### config.mk
export PLATFORM = sky130hd
export DESIGN_NAME = alu_operand_stage_flat
export DESIGN_NICKNAME = d
export VERILOG_FILES = /design/src/rtl/datapath_pkg.sv /design/src/rtl/alu_operand_stage_if.sv /design/src/rtl/imm_extend.sv /design/src/rtl/alu_operand_stage.sv /design/src/flat_wrapper.sv
export SDC_FILE = /design/constraint.sdc
export NUM_CORES = 1
export LEC_CHECK = 0
export CAP_MARGIN = 5
export CORE_AREA = 2 2 95 116
export DETAILED_ROUTE_END_ITERATION = 10
export DIE_AREA = 0 0 97 118
export PLACE_DENSITY_LB_ADDON = 0.15
export SLEW_MARGIN = 30
export SYNTH_ARGS = -nofsm -noshare
export SYNTH_HDL_FRONTEND = slang
export SYNTH_SLANG_ARGS = --single-unit
### constraint.sdc
create_clock -name clk -period 2.5 [get_ports clk]
set_input_delay 0.75 -clock clk [delete_from_list [all_inputs] [get_ports clk]]
set_output_delay 0.75 -clock clk [all_outputs]
set_load 0.005 [all_outputs]
### src/rtl/datapath_pkg.sv
// Shared datapath definitions for the ALU operand stage: default operand and
// immediate widths plus the immediate-mode and forwarding-select encodings.
package datapath_pkg;

   localparam int DEFAULT_DATA_WIDTH = 32;
   localparam int DEFAULT_IMM_WIDTH  = 16;

   // Immediate extension modes; the reserved code behaves like sign-extend.
   typedef enum logic [1:0] {
      IMM_SIGN  = 2'b00,
      IMM_ZERO  = 2'b01,
      IMM_UPPER = 2'b10,
      IMM_RSVD  = 2'b11
   } imm_mode_e;

   // Operand forwarding sources; the reserved code behaves like register.
   typedef enum logic [1:0] {
      FWD_REG   = 2'b00,
      FWD_EXMEM = 2'b01,
      FWD_MEMWB = 2'b10,
      FWD_RSVD  = 2'b11
   } fwd_sel_e;

endpackage

### src/rtl/alu_operand_stage_if.sv
// Handshake and data bundle of the ALU operand stage. The master side is the
// surrounding pipeline (upstream producer plus downstream consumer); the slave
// side is the operand stage itself.
interface alu_operand_stage_if
   import datapath_pkg::*;
#(
   parameter int DATA_WIDTH = DEFAULT_DATA_WIDTH,
   parameter int IMM_WIDTH  = DEFAULT_IMM_WIDTH
);

   logic                  in_valid;
   logic                  in_ready;
   logic [DATA_WIDTH-1:0] in_reg_a;
   logic [DATA_WIDTH-1:0] in_reg_b;
   logic [IMM_WIDTH-1:0]  in_immediate;
   imm_mode_e             imm_mode;
   logic                  select_b;
   fwd_sel_e              fwd_sel_a;
   fwd_sel_e              fwd_sel_b;
   logic [DATA_WIDTH-1:0] exmem_data;
   logic [DATA_WIDTH-1:0] memwb_data;
   logic                  out_valid;
   logic                  out_ready;
   logic [DATA_WIDTH-1:0] out_a;
   logic [DATA_WIDTH-1:0] out_b;

   modport master (
      output in_valid, in_reg_a, in_reg_b, in_immediate, imm_mode, select_b,
             fwd_sel_a, fwd_sel_b, exmem_data, memwb_data, out_ready,
      input  in_ready, out_valid, out_a, out_b
   );

   modport slave (
      input  in_valid, in_reg_a, in_reg_b, in_immediate, imm_mode, select_b,
             fwd_sel_a, fwd_sel_b, exmem_data, memwb_data, out_ready,
      output in_ready, out_valid, out_a, out_b
   );

endinterface

### src/rtl/imm_extend.sv
// Combinational immediate extender: sign-extend, zero-extend, or place the
// immediate in the upper bits of the operand with the low bits cleared.
module imm_extend
   import datapath_pkg::*;
#(
   parameter int DATA_WIDTH = DEFAULT_DATA_WIDTH,
   parameter int IMM_WIDTH  = DEFAULT_IMM_WIDTH
) (
   input  imm_mode_e             imm_mode,
   input  logic [IMM_WIDTH-1:0]  imm,
   output logic [DATA_WIDTH-1:0] ext
);

   localparam int PAD = DATA_WIDTH - IMM_WIDTH;

   // Pick the extension form; sign-extend doubles as the reserved-mode result.
   always_comb begin
      ext = {{PAD{imm[IMM_WIDTH-1]}}, imm};
      case (imm_mode)
         IMM_ZERO:  ext = {{PAD{1'b0}}, imm};
         IMM_UPPER: ext = {imm, {PAD{1'b0}}};
         default:   ;
      endcase
   end

endmodule

### src/rtl/alu_operand_stage.sv
// ALU operand stage: selects forwarded/register/immediate operands and
// registers them behind a valid/ready handshake with one cycle of latency.
// Optional feature macro: OPERAND_SKID_EN adds a one-entry skid buffer so
// in_ready comes from a register instead of depending on out_ready.
module alu_operand_stage
   import datapath_pkg::*;
#(
   parameter int DATA_WIDTH = DEFAULT_DATA_WIDTH,
   parameter int IMM_WIDTH  = DEFAULT_IMM_WIDTH
) (
   input logic                clk,
   input logic                reset,
   input logic                flush,
   alu_operand_stage_if.slave bus
);

   logic [DATA_WIDTH-1:0] ext_imm;
   logic [DATA_WIDTH-1:0] op_a;
   logic [DATA_WIDTH-1:0] op_b;
   logic                  accept;
   logic                  out_valid_q;
   logic [DATA_WIDTH-1:0] out_a_q;
   logic [DATA_WIDTH-1:0] out_b_q;

   function automatic logic [DATA_WIDTH-1:0] forward(
      input fwd_sel_e              sel,
      input logic [DATA_WIDTH-1:0] reg_data,
      input logic [DATA_WIDTH-1:0] exmem,
      input logic [DATA_WIDTH-1:0] memwb
   );
      case (sel)
         FWD_EXMEM: return exmem;
         FWD_MEMWB: return memwb;
         default:   return reg_data;
      endcase
   endfunction

   imm_extend #(
      .DATA_WIDTH (DATA_WIDTH),
      .IMM_WIDTH  (IMM_WIDTH)
   ) u_imm_extend (
      .imm_mode (bus.imm_mode),
      .imm      (bus.in_immediate),
      .ext      (ext_imm)
   );

   // Operand selection; an immediate on B wins over any B forwarding choice.
   always_comb begin
      op_a = forward(bus.fwd_sel_a, bus.in_reg_a, bus.exmem_data, bus.memwb_data);
      op_b = forward(bus.fwd_sel_b, bus.in_reg_b, bus.exmem_data, bus.memwb_data);
      if (bus.select_b) begin
         op_b = ext_imm;
      end
   end

   assign accept        = bus.in_valid && bus.in_ready;
   assign bus.out_valid = out_valid_q;
   assign bus.out_a     = out_a_q;
   assign bus.out_b     = out_b_q;

`ifdef OPERAND_SKID_EN
   logic                  skid_full;
   logic [DATA_WIDTH-1:0] skid_a;
   logic [DATA_WIDTH-1:0] skid_b;

   assign bus.in_ready = !reset && !skid_full;

   // Output register backed by one skid entry: a set accepted while stalled
   // parks in the skid and moves to the output on the next consume.
   always_ff @(posedge clk) begin
      if (reset) begin
         out_valid_q <= 1'b0;
         out_a_q     <= '0;
         out_b_q     <= '0;
         skid_full   <= 1'b0;
         skid_a      <= '0;
         skid_b      <= '0;
      end else if (flush) begin
         out_valid_q <= 1'b0;
         skid_full   <= 1'b0;
      end else if (!out_valid_q || bus.out_ready) begin
         if (skid_full) begin
            out_a_q     <= skid_a;
            out_b_q     <= skid_b;
            out_valid_q <= 1'b1;
            skid_full   <= 1'b0;
         end else if (accept) begin
            out_a_q     <= op_a;
            out_b_q     <= op_b;
            out_valid_q <= 1'b1;
         end else begin
            out_valid_q <= 1'b0;
         end
      end else if (accept) begin
         skid_a    <= op_a;
         skid_b    <= op_b;
         skid_full <= 1'b1;
      end
   end
`else
   assign bus.in_ready = !reset && (!out_valid_q || bus.out_ready);

   // Single output register; data only moves on an accept, valid drops when
   // the held set is consumed with nothing new arriving.
   always_ff @(posedge clk) begin
      if (reset) begin
         out_valid_q <= 1'b0;
         out_a_q     <= '0;
         out_b_q     <= '0;
      end else if (flush) begin
         out_valid_q <= 1'b0;
      end else if (accept) begin
         out_a_q     <= op_a;
         out_b_q     <= op_b;
         out_valid_q <= 1'b1;
      end else if (bus.out_ready) begin
         out_valid_q <= 1'b0;
      end
   end
`endif

endmodule

### src/flat_wrapper.sv
// flat-port wrapper written by rule: the top's interface ports become plain ports
module alu_operand_stage_flat import datapath_pkg::*;
#(
   parameter int DATA_WIDTH = DEFAULT_DATA_WIDTH,
   parameter int IMM_WIDTH  = DEFAULT_IMM_WIDTH
)
  (clk, reset, flush, bus_in_valid, bus_in_reg_a, bus_in_reg_b, bus_in_immediate, bus_imm_mode, bus_select_b, bus_fwd_sel_a, bus_fwd_sel_b, bus_exmem_data, bus_memwb_data, bus_out_ready, bus_in_ready, bus_out_valid, bus_out_a, bus_out_b);
  alu_operand_stage_if #(.DATA_WIDTH(DATA_WIDTH), .IMM_WIDTH(IMM_WIDTH)) bus_i ();
  input logic clk;
  input logic reset;
  input logic flush;
  input wire logic [$bits(bus_i.in_valid)-1:0] bus_in_valid;
  input wire logic [$bits(bus_i.in_reg_a)-1:0] bus_in_reg_a;
  input wire logic [$bits(bus_i.in_reg_b)-1:0] bus_in_reg_b;
  input wire logic [$bits(bus_i.in_immediate)-1:0] bus_in_immediate;
  input wire logic [$bits(bus_i.imm_mode)-1:0] bus_imm_mode;
  input wire logic [$bits(bus_i.select_b)-1:0] bus_select_b;
  input wire logic [$bits(bus_i.fwd_sel_a)-1:0] bus_fwd_sel_a;
  input wire logic [$bits(bus_i.fwd_sel_b)-1:0] bus_fwd_sel_b;
  input wire logic [$bits(bus_i.exmem_data)-1:0] bus_exmem_data;
  input wire logic [$bits(bus_i.memwb_data)-1:0] bus_memwb_data;
  input wire logic [$bits(bus_i.out_ready)-1:0] bus_out_ready;
  output wire logic [$bits(bus_i.in_ready)-1:0] bus_in_ready;
  output wire logic [$bits(bus_i.out_valid)-1:0] bus_out_valid;
  output wire logic [$bits(bus_i.out_a)-1:0] bus_out_a;
  output wire logic [$bits(bus_i.out_b)-1:0] bus_out_b;
  assign bus_i.in_valid = bus_in_valid;
  assign bus_i.in_reg_a = bus_in_reg_a;
  assign bus_i.in_reg_b = bus_in_reg_b;
  assign bus_i.in_immediate = bus_in_immediate;
  assign bus_i.imm_mode = bus_imm_mode;
  assign bus_i.select_b = bus_select_b;
  assign bus_i.fwd_sel_a = bus_fwd_sel_a;
  assign bus_i.fwd_sel_b = bus_fwd_sel_b;
  assign bus_i.exmem_data = bus_exmem_data;
  assign bus_i.memwb_data = bus_memwb_data;
  assign bus_i.out_ready = bus_out_ready;
  assign bus_in_ready = bus_i.in_ready;
  assign bus_out_valid = bus_i.out_valid;
  assign bus_out_a = bus_i.out_a;
  assign bus_out_b = bus_i.out_b;
  alu_operand_stage #(.DATA_WIDTH(DATA_WIDTH), .IMM_WIDTH(IMM_WIDTH)) u_core (.clk(clk), .reset(reset), .flush(flush), .bus(bus_i));
endmodule
---- Word level (Yosys, flattened, before mapping) ----
Cells that the tools add are included.
word-level totals
  bits in registers ....................... 65
  output and inout bits ................... 66
  logic and storage cells ................. 24
  bits of input ports ..................... 156
operators by class
  eq/ne operators ......................... 6
  bitwise operators ....................... 1
  reduce and logical (&&, ||, !) cells .... 8
  mux-type cells .......................... 6
operators by type and width
  kind                  count
  $pmux W32 S2          3
  $mux W32              1
  $eq A2 B1 Y1 const B  3
  $eq A2 B2 Y1 const B  3
  $logic_and A1 B1 Y1   2
  $logic_not A1 Y1      2
  $mux W1               2
  $reduce_and A2 Y1     1
  $reduce_bool A2 Y1    1
  $reduce_or A2 Y1      1
  $logic_or A1 B1 Y1    1
  $not A1 Y1            1

---- Depth between registers and ports, before layout ----
Gate-level depths: netlist of run 1.
  depth in word-level cells ............... 5
  gate-level depth with buffers ........... 7
  gate-level depth less buffers ........... 5

---- By module ----
Synthesis of run 1 repeated with hierarchy kept, for this count alone.
unflattened totals
  cell total of the unflattened synthesis .. 548
  area total of the unflattened synthesis .. 4526.8 sq um
by module, submodules not included
  module             cells each  times used  area each (sq um)  seq. area each (sq um)
  alu_operand_stage  505         1           4205.3             1301.2
  imm_extend         43          1           321.6              0.0

---- Worst setup path after synthesis of run 1 ----
Ideal clock, no wire load.
  path type ............................... input to output
  start point ............................. input reset
  end point ............................... output bus_in_ready
  buffers on the path ..................... 2
  setup slack ............................. 368 ps
  required time ........................... 1750 ps
  cell stages on the path ................. 3
  arrival ................................. 1382 ps
  path through ............................ clkbuf_1 clkbuf_1 nor2_1
between the ends
  cells in the longest elaborated chain, start to end .. 2
ends and longest elaborated chain
  item                 RTL line                  text
  start, declared      flat_wrapper.sv:10        input logic reset;
  $logic_not A1 Y1     alu_operand_stage.sv:101  assign bus.in_ready = !reset && (!out_valid_q || bus.out_ready);
  $logic_and A1 B1 Y1  alu_operand_stage.sv:101
  end, declared        flat_wrapper.sv:23        output wire logic [$bits(bus_i.in_ready)-1:0] bus_in_ready;
No other way between the ends.

---- Final worst setup path of run 1 ----
  start point ............................. input bus_out_ready
  end point ............................... output bus_in_ready
between the ends
  cells in the longest elaborated chain, start to end .. 2
ends and longest elaborated chain
  item                 RTL line                  text
  start, declared      flat_wrapper.sv:22        input wire logic [$bits(bus_i.out_ready)-1:0] bus_out_ready;
  $logic_or A1 B1 Y1   alu_operand_stage.sv:101
  $logic_and A1 B1 Y1  alu_operand_stage.sv:101
No other way between the ends.

==> results.json, run 1 <==
{
  "run_status": "complete, no violations",
  "fp.coreArea_um2": 10310,
  "intPower_mw": 2.477,
  "wirelength_um": 16740,
  "yosys.area.top_type": "dfxtp_1",
  "finalWorstPathRequiredPeriod_ps": 2434,
  "end_kind": "output port",
  "dieArea_um2": 11450,
  "p_per_area_nw_per_um2": 503.6,
  "ys_async_sr_fraction_pct": 0,
  "total_leakage_power_nw": 2.456,
  "worstPathRequired_ps": 1750,
  "diodes": 0,
  "finalHoldViolCount": 0,
  "clkLatencyLatePin_ps": 330,
  "cts-hold-fix-buffers": 0,
  "p_switching_uw": 927.3,
  "cts_tree": "done",
  "clock_skew_ps": 6.094,
  "crit_chain": "clkdlybuf4s50_1 > nor2b_2 > nor2_1 > dlygate4sd2_1",
  "synth_edf_count": 0,
  "area_delta_synth_final_pct": 66.73,
  "wl_per_cell_um": 20.79,
  "synth_seq_cells": 65,
  "combPwrFrac_pct": 29.9,
  "clockBufferDepth": 2,
  "worst_pin_slew_ps": 717.9,
  "drive_gt1_share_pct": 8.728,
  "fillers": 859,
  "clockPowerShare_pct": 36.5,
  "timing.fmax_mhz": 410.9,
  "clk_pin_slew_ps": 50,
  "setup_ws_ps": 66.45,
  "finalCritPeriodShare_pct": 97.34,
  "stdcell_count": 805,
  "seq_area_um2": 1301,
  "synth_cell_types": 29,
  "remaining_drc_errors": 0,
  "hold_class": "register to register",
  "peakVddDrop_v": 0.0003606,
  "ys.flop_type": "dfxtp_1",
  "grt_antenna_before_repair": 0,
  "grt_use_total_pct": 28.49,
  "placed_cells": 789,
  "gp_congestion": 0.8912,
  "dr.pass1.iters": 6,
  "syn_avg_cell_area_um2": 8.517,
  "num_rows": 41,
  "num_vias": 5016,
  "overflow": 0,
  "pre_cts_slack_ps": -195.1,
  "numCtsBuffers": 9,
  "start_util_pct": 39.32,
  "grt_max_degree": 66,
  "port_buffers": 221,
  "cp.arrival_ps": 1680,
  "fin_total_pwr_mw": 3.404,
  "grt_pass1_vias": 4968,
  "postCtsSetupRepairBufs": 0,
  "hpwl_um": 12610,
  "pin_count": 222,
  "numClockSinks": 65,
  "syn_area_um2": 4054,
  "cts_resized": 1,
  "via_per_inst": 6.231,
  "worst-path-buf-inv": 2,
  "rsz0062_at_grt": "false",
  "tns_ps": 0,
  "seq_area_frac_synth_pct": 32.10,
  "finish.utilization_pct": 65.55,
  "slew_violations": 0,
  "grt_first_pass_wirelength_um": 26490,
  "htreeDepth": 3,
  "slowest_delay_ps": 490,
  "cp_max_fo": 2,
  "die_h_um": 118,
  "critPathKind": "input port to output port",
  "setup_viol": 0,
  "p_seq_share_pct": 33.6,
  "nNetsFinal": 833,
  "syn-num-nets": 638,
  "synth.area.top_cells": "dfxtp_1, a21oi_1, a221o_1, a211o_1, o2111ai_1",
  "maxCapViolations": 0,
  "syn_inst": 476,
  "netlist.area_leader.share_pct": 32.10,
  "multi_input_area_um2": 2296,
  "slew_headroom_pct": 52.14,
  "crit_path_top_delay_cell": "clkdlybuf4s50_1",
  "die_w_um": 97,
  "synth_warnings": 0,
  "cp_top_family": "buffers and inverters",
  "cts-root-buf": "clkbuf_16",
  "p_sw_share_pct": 27.24,
  "ant_nets": 0,
  "critPathLaunchType": "input port",
  "drt_iter0_markers": 416
}
==> metrics by stage <==
stage	instance area, um^2	hold slack [ps]
after floorplan	4054	470.4
after global placement	6462	462.7
after global routing	6759	498.7
after CTS	6759	473.6
final	6759	474.3
after detailed placement	6462	467.2
==> power groups by stage <==
stage / registers, mW / clock network, mW / logic (mW)
final: 1.14 / 1.24 / 1.02
after floorplan: 1.16 / 0 / 0.426
after global routing: 1.15 / 1.31 / 1.09
after global placement: 1.16 / 0 / 0.990
after detailed placement: 1.16 / 0 / 1.01
after CTS: 1.14 / 1.26 / 1.01
==> area by class of cell <==
type	instances	area share, %
repair buffers	250	37.82
multi-input cells	306	33.97
flip-flops and latches	65	19.25
clock buffers	11	3.591
well taps	129	2.388
inverters	39	2.166
clock inverters	5	0.8145
==> flip-flops by register name (all words and copies together), names as in the netlist <==
name,cells
u_core.bus.out_a,32
u_core.bus.out_b,32
u_core.bus.out_valid,1
==> tightest hold or removal path, cell delays in order, from the launching register on <==
cell,delay (ps)
dfxtp_1,300
o21ai_0,60
a21oi_1,60
==> cell usage after synthesis, types with 14 or more instances <==
master     instances
a211o_1           32
a21oi_1           64
a221o_1           32
a221oi_1          28
a311oi_1          30
buf_2             14
clkbuf_1          40
dfxtp_1           65
inv_1             39
nand3_1           31
o2111ai_1         32
o21ai_0           32
==> placed cells by master (no fill, tap or decap), types with 4 or more instances in the layout <==
| master | n |
|---|---|
| clkdlybuf4s50_1 | 218 |
| dfxtp_1 | 65 |
| a21oi_1 | 64 |
| inv_1 | 39 |
| a211o_1 | 32 |
| a221o_1 | 32 |
| o2111ai_1 | 32 |
| o21ai_0 | 32 |
| nand3_1 | 31 |
| a311oi_1 | 30 |
| a221oi_1 | 28 |
| buf_4 | 18 |
| buf_12 | 11 |
| clkbuf_16 | 9 |
| ha_1 | 5 |
| a221oi_2 | 4 |
==> kinds of logic (layout without fill, tap and decap cells) <==
kind of cell	count (synthesis)	count (layout)	synth area share, %
and+or+nand+nor	43	43	5.895
DFF	65	65	32.10
AOI/OAI and AO/OA	257	257	48.52
adders and majority gates	6	6	1.852
buffers and inverters	105	305	11.64
==> worst paths after layout <==
check | cells after the start | slack [ps] | from | end
hold / removal | 2 | 470 | u_core.bus.out_a[15]$_SDFFE_PP0P_ | u_core.bus.out_a[15]$_SDFFE_PP0P_
setup / recovery | 4 | 70 | bus_out_ready | bus_in_ready
setup reg to reg | 4 | 810 | u_core.bus.out_valid$_SDFFE_PP0P_ | u_core.bus.out_b[5]$_SDFFE_PP0P_
hold reg to reg | 2 | 470 | u_core.bus.out_a[15]$_SDFFE_PP0P_ | u_core.bus.out_a[15]$_SDFFE_PP0P_
==> routing by layer <==
metal	GRT usage (%)	vias up	share of wire [%]
met3	5.285	44	7.7
met2	45.66	283	49
li1	-	2310	-
met1	36.83	2379	40
met5	0	-	0
met4	13.56	0	3.7
(Power assumes the default switching activity.)
==> run 2, diff against run 1 <==
Settings changed: GPL_TIMING_DRIVEN set to 0.
==> results.json, run 2 (synthesis results as in run 1) <==
{
  "cp.arrival_ps": 2620,
  "slew_headroom_pct": 60.66,
  "remaining_drc_errors": 0,
  "via_per_inst": 6.061,
  "drt_iter0_markers": 399,
  "dr.pass1.iters": 5,
  "worst_pin_slew_ps": 590.1,
  "finalCritPeriodShare_pct": 95.13,
  "pre_cts_slack_ps": -986.3,
  "rsz0062_at_grt": "true",
  "crit_path_top_delay_cell": "clkdlybuf4s50_1",
  "p_per_area_nw_per_um2": 496.8,
  "hpwl_um": 14080,
  "die_h_um": 118,
  "htreeDepth": 3,
  "tns_ps": 0,
  "crit_chain": "clkdlybuf4s50_1 > inv_1 > ha_1 > or2_2 > clkbuf_2 > buf_2 > nand3_1 > a311oi_1",
  "ant_nets": 0,
  "pin_count": 222,
  "critPathKind": "input port to register",
  "fillers": 904,
  "run_status": "complete, no violations",
  "wirelength_um": 17500,
  "setup_viol": 0,
  "grt_util_met1_pct": 34.42,
  "num_rows": 41,
  "grt_antenna_before_repair": 0,
  "total_leakage_power_nw": 2.466,
  "multi_input_area_um2": 2290,
  "end_kind": "register",
  "grt_max_degree": 19,
  "peakVddDrop_v": 0.0003225,
  "worstPathRequired_ps": 2740,
  "cp_max_fo": 10,
  "diodes": 0,
  "numCtsBuffers": 9,
  "grt_use_total_pct": 29.58,
  "layout_commonest_cell": "clkdlybuf4s50_1",
  "fp.coreArea_um2": 10310,
  "grt_pass1_vias": 5224,
  "slowest_delay_ps": 490,
  "numClockSinks": 65,
  "critPathLaunchType": "input port",
  "drive_gt1_share_pct": 7.865,
  "nNetsFinal": 869,
  "start_util_pct": 39.32,
  "die_w_um": 97,
  "fin_total_pwr_mw": 3.354,
  "finalWorstPathRequiredPeriod_ps": 2378,
  "finalHoldViolCount": 0,
  "hold_class": "register to register",
  "slew_violations": 0,
  "maxCapViolations": 0,
  "grt-busiest-layer": "met2",
  "port_buffers": 221,
  "area_delta_synth_final_pct": 66.54,
  "num_vias": 5097,
  "met3_usage_pct": 5.166,
  "overflow": 0,
  "timing.fmax_mhz": 420.5,
  "clkLatencyLatePin_ps": 340,
  "setup_ws_ps": 121.8,
  "clk_pin_slew_ps": 60,
  "cts_tree": "done",
  "cts-root-buf": "clkbuf_16",
  "wl_per_cell_um": 20.80,
  "seq_area_um2": 1301,
  "clock_skew_ps": 9.533,
  "dieArea_um2": 11450,
  "gp_congestion": 0.9996,
  "layout_common_cells": "clkdlybuf4s50_1, dfxtp_1, a21oi_1",
  "grt_first_pass_wirelength_um": 26920,
  "grt.met2_usage_pct": 50.87,
  "clockBufferDepth": 2
}
## run 2: repair_timing
action / 4_1_cts / 5_1_grt
gates resized for setup: 7 / 10
pin swaps: 0 / 0
setup endpoints to repair: 1 / 27
setup buffers: 2 / 0
gates cloned: 0 / 0
hold buffers: 0 / 0
## run 2: where the power goes
group          total, mW  switching [mW]  internal, mW
Sequential          1.14          0.0383          1.11
Combinational      0.989           0.441         0.548
Clock               1.22           0.452         0.769
Total               3.35           0.931          2.42
## run 2: area by class of cell
type                       count  share of cell area, %
clock inverter                 5                 0.8340
inverter                      39                  2.168
clock buffer                  11                  3.447
buffer                        63                  4.985
multi-input combinational    306                  33.91
timing repair buffer         223                  32.99
sequential                    65                  19.27
tap                          129                  2.391
## run 2: per-layer routing
| metal | wire length [um] | part of all wire [%] | vias to the layer above |
|---|---|---|---|
| met5 | 0 | 0 | - |
| met4 | 877 | 5.0 | 0 |
| met3 | 1196 | 6.8 | 57 |
| met2 | 8563 | 49 | 272 |
| met1 | 6858 | 39 | 2376 |
| li1 | - | - | 2392 |
## run 2: worst max-delay path: cells and delay by family
kind / cells / cell delay, ps
compound gates: 1 / 310
buf+inv: 4 / 930
fa+ha+maj: 1 / 340
simple gates: 2 / 300
## run 2: per-stage QoR
stage | area, um^2 | utilization (%) | cells | hold slack (ps)
2_1_floorplan | 4054 | - | 476 | 470.4
3_3_place_gp | 6427 | 62.33 | 826 | 464.7
3_5_place_dp | 6427 | 62.33 | 826 | 468.4
4_1_cts | 6738 | 65.34 | 842 | 475.5
5_1_grt | 6751 | 65.48 | 841 | 492.7
6_report | 6751 | 65.48 | 841 | 479.7
## run 2: final timing paths
kind,from,end,slack [ps],cells after the start
setup / recovery,bus_imm_mode[0],u_core.bus.out_b[7]$_SDFFE_PP0P_,120,8
hold / removal,u_core.bus.out_a[21]$_SDFFE_PP0P_,u_core.bus.out_a[21]$_SDFFE_PP0P_,480,2
setup reg to reg,u_core.bus.out_valid$_SDFFE_PP0P_,u_core.bus.out_b[27]$_SDFFE_PP0P_,830,6
hold reg to reg,u_core.bus.out_a[21]$_SDFFE_PP0P_,u_core.bus.out_a[21]$_SDFFE_PP0P_,480,2
==> run 3, diff against run 2 <==
Settings changed: SETUP_SLACK_MARGIN set to 0.3, SKIP_CTS_REPAIR_TIMING set to 1.
==> results.json, run 3 (synthesis results as in run 1) <==
{
  "run_status": "complete, no violations",
  "drt_iter0_markers": 372,
  "wirelength_um": 17700,
  "grt_antenna_before_repair": 1,
  "p_per_area_nw_per_um2": 482.9,
  "worstPathRequired_ps": 1750,
  "finalCritPeriodShare_pct": 89.05,
  "clockPowerShare_pct": 35.4,
  "pre_cts_slack_ps": -986.3,
  "area_delta_synth_final_pct": 76.11,
  "crit_path_top_delay_cell": "buf_4",
  "die_h_um": 118,
  "maxCapViolations": 0,
  "hpwl_um": 14080,
  "p_seq_share_pct": 33.2,
  "critPathLaunchType": "input port",
  "stdcell_count": 857,
  "combPwrFrac_pct": 31.4,
  "p_switching_uw": 962.7,
  "worst-path-buf-inv": 4,
  "drive_gt1_share_pct": 15.27,
  "grt_first_pass_wirelength_um": 26770,
  "clockBufferDepth": 2,
  "tns_ps": 0,
  "clk_pin_slew_ps": 50,
  "num_rows": 41,
  "remaining_drc_errors": 0,
  "cts-root-buf": "clkbuf_16",
  "intPower_mw": 2.485,
  "worst_pin_slew_ps": 708.6,
  "cts_tree": "done",
  "port_buffers": 221,
  "placed_cells": 826,
  "start_util_pct": 39.32,
  "total_leakage_power_nw": 2.674,
  "p_sw_share_pct": 27.93,
  "finalWorstPathRequiredPeriod_ps": 2226,
  "ant_nets": 0,
  "wl_per_cell_um": 20.66,
  "dieArea_um2": 11450,
  "hold_class": "register to register",
  "nNetsFinal": 884,
  "placed_area_um2": 6427,
  "slowest_delay_ps": 180,
  "via_per_inst": 6.034,
  "overflow": 0,
  "pin_count": 222,
  "slew_violations": 0,
  "finalHoldViolCount": 0,
  "end_kind": "output port",
  "layout_commonest_cell": "clkdlybuf4s50_1",
  "setup_viol": 0,
  "layout_common_cells": "clkdlybuf4s50_1, dfxtp_1, a21oi_1",
  "num_vias": 5171,
  "cp_max_fo": 10,
  "slew_headroom_pct": 52.76,
  "gp_congestion": 0.9996,
  "setup_ws_ps": 273.8,
  "numClockSinks": 65,
  "cp.arrival_ps": 1480,
  "fin_area_um2": 7139,
  "timing.fmax_mhz": 449.2,
  "finish.utilization_pct": 69.24,
  "cp_top_family": "buffers and inverters",
  "rsz0062_at_grt": "true",
  "htreeDepth": 3,
  "fp.coreArea_um2": 10310,
  "clock_skew_ps": 8.504,
  "die_w_um": 97,
  "numCtsBuffers": 9,
  "grt_max_degree": 12,
  "crit_chain": "clkbuf_2 > buf_6 > buf_4 > nor2_1 > dlymetal6s2s_1",
  "grt_pass1_vias": 5207,
  "clkLatencyLatePin_ps": 340,
  "dr.pass1.iters": 7,
  "critPathKind": "input port to output port",
  "peakVddDrop_v": 0.0003297,
  "grt_use_total_pct": 29.30
}
==> run 3: changes by cell type in the layout (fill, tap and decap cells not counted), moves of 5 or more <==
cell	previous run	this run
a311oi_1	29	16
a311oi_2	3	16
buf_4	7	23
buf_6	5	11
clkbuf_1	35	22
dlymetal6s2s_1	1	6
nand3_1	31	26
nand3_2	0	5
==> run 3: metal layers <==
layer / wire (um) / global-route usage, % / up-vias
li1: - / - / 2418
met2: 8860 / 50.91 / 269
met4: 728 / 15.05 / 0
met5: 0 / 0 / -
met3: 1234 / 4.572 / 49
met1: 6880 / 34.60 / 2435
==> run 3: path summary, 6_finish.rpt <==
path	from	to	slack [ps]	cells after the start
max	reset	bus_in_ready	270	5
min	u_core.bus.out_a[11]$_SDFFE_PP0P_	u_core.bus.out_a[11]$_SDFFE_PP0P_	480	2
max reg2reg	u_core.bus.out_valid$_SDFFE_PP0P_	u_core.bus.out_b[2]$_SDFFE_PP0P_	820	7
min reg2reg	u_core.bus.out_a[11]$_SDFFE_PP0P_	u_core.bus.out_a[11]$_SDFFE_PP0P_	480	2
==> run 3: power groups by stage <==
| stage | Clock [mW] | Combinational [mW] | Sequential, mW |
|---|---|---|---|
| after detailed placement | 0 | 0.967 | 1.16 |
| after floorplan | 0 | 0.426 | 1.16 |
| after global placement | 0 | 0.950 | 1.16 |
| final | 1.22 | 1.08 | 1.14 |
| after CTS | 1.22 | 0.973 | 1.14 |
| after global routing | 1.26 | 1.16 | 1.15 |
==> run 3: layout make-up <==
class                           instances  area (um^2)
Clock inverter                          5        56.30
Multi-Input combinational cell        306         2445
Fill cell                             858         3172
Antenna cell                            1        2.502
Buffer                                 66        449.2
Sequential cell                        65         1301
Tap cell                              129        161.4
Inverter                               39        146.4
Clock buffer                           11        232.7
Timing Repair Buffer                  235         2345
==> run 3: per-stage QoR <==
| stage | total power [mW] | hold WS [ps] |
|---|---|---|
| 5_1_grt | 3.569 | 492.7 |
| 3_5_place_dp | 2.131 | 468.4 |
| 4_1_cts | 3.342 | 475.5 |
| 6_report | 3.447 | 478.0 |
| 3_3_place_gp | 2.112 | 464.7 |
| 2_1_floorplan | 1.590 | 470.4 |
==> run 3: worst register-to-register path: cells and delay by family, from the launching register on <==
kind	cells	cell delay [ps]
buf+inv	4	720
simple gates	2	360
flops	1	310
compound gates	1	150
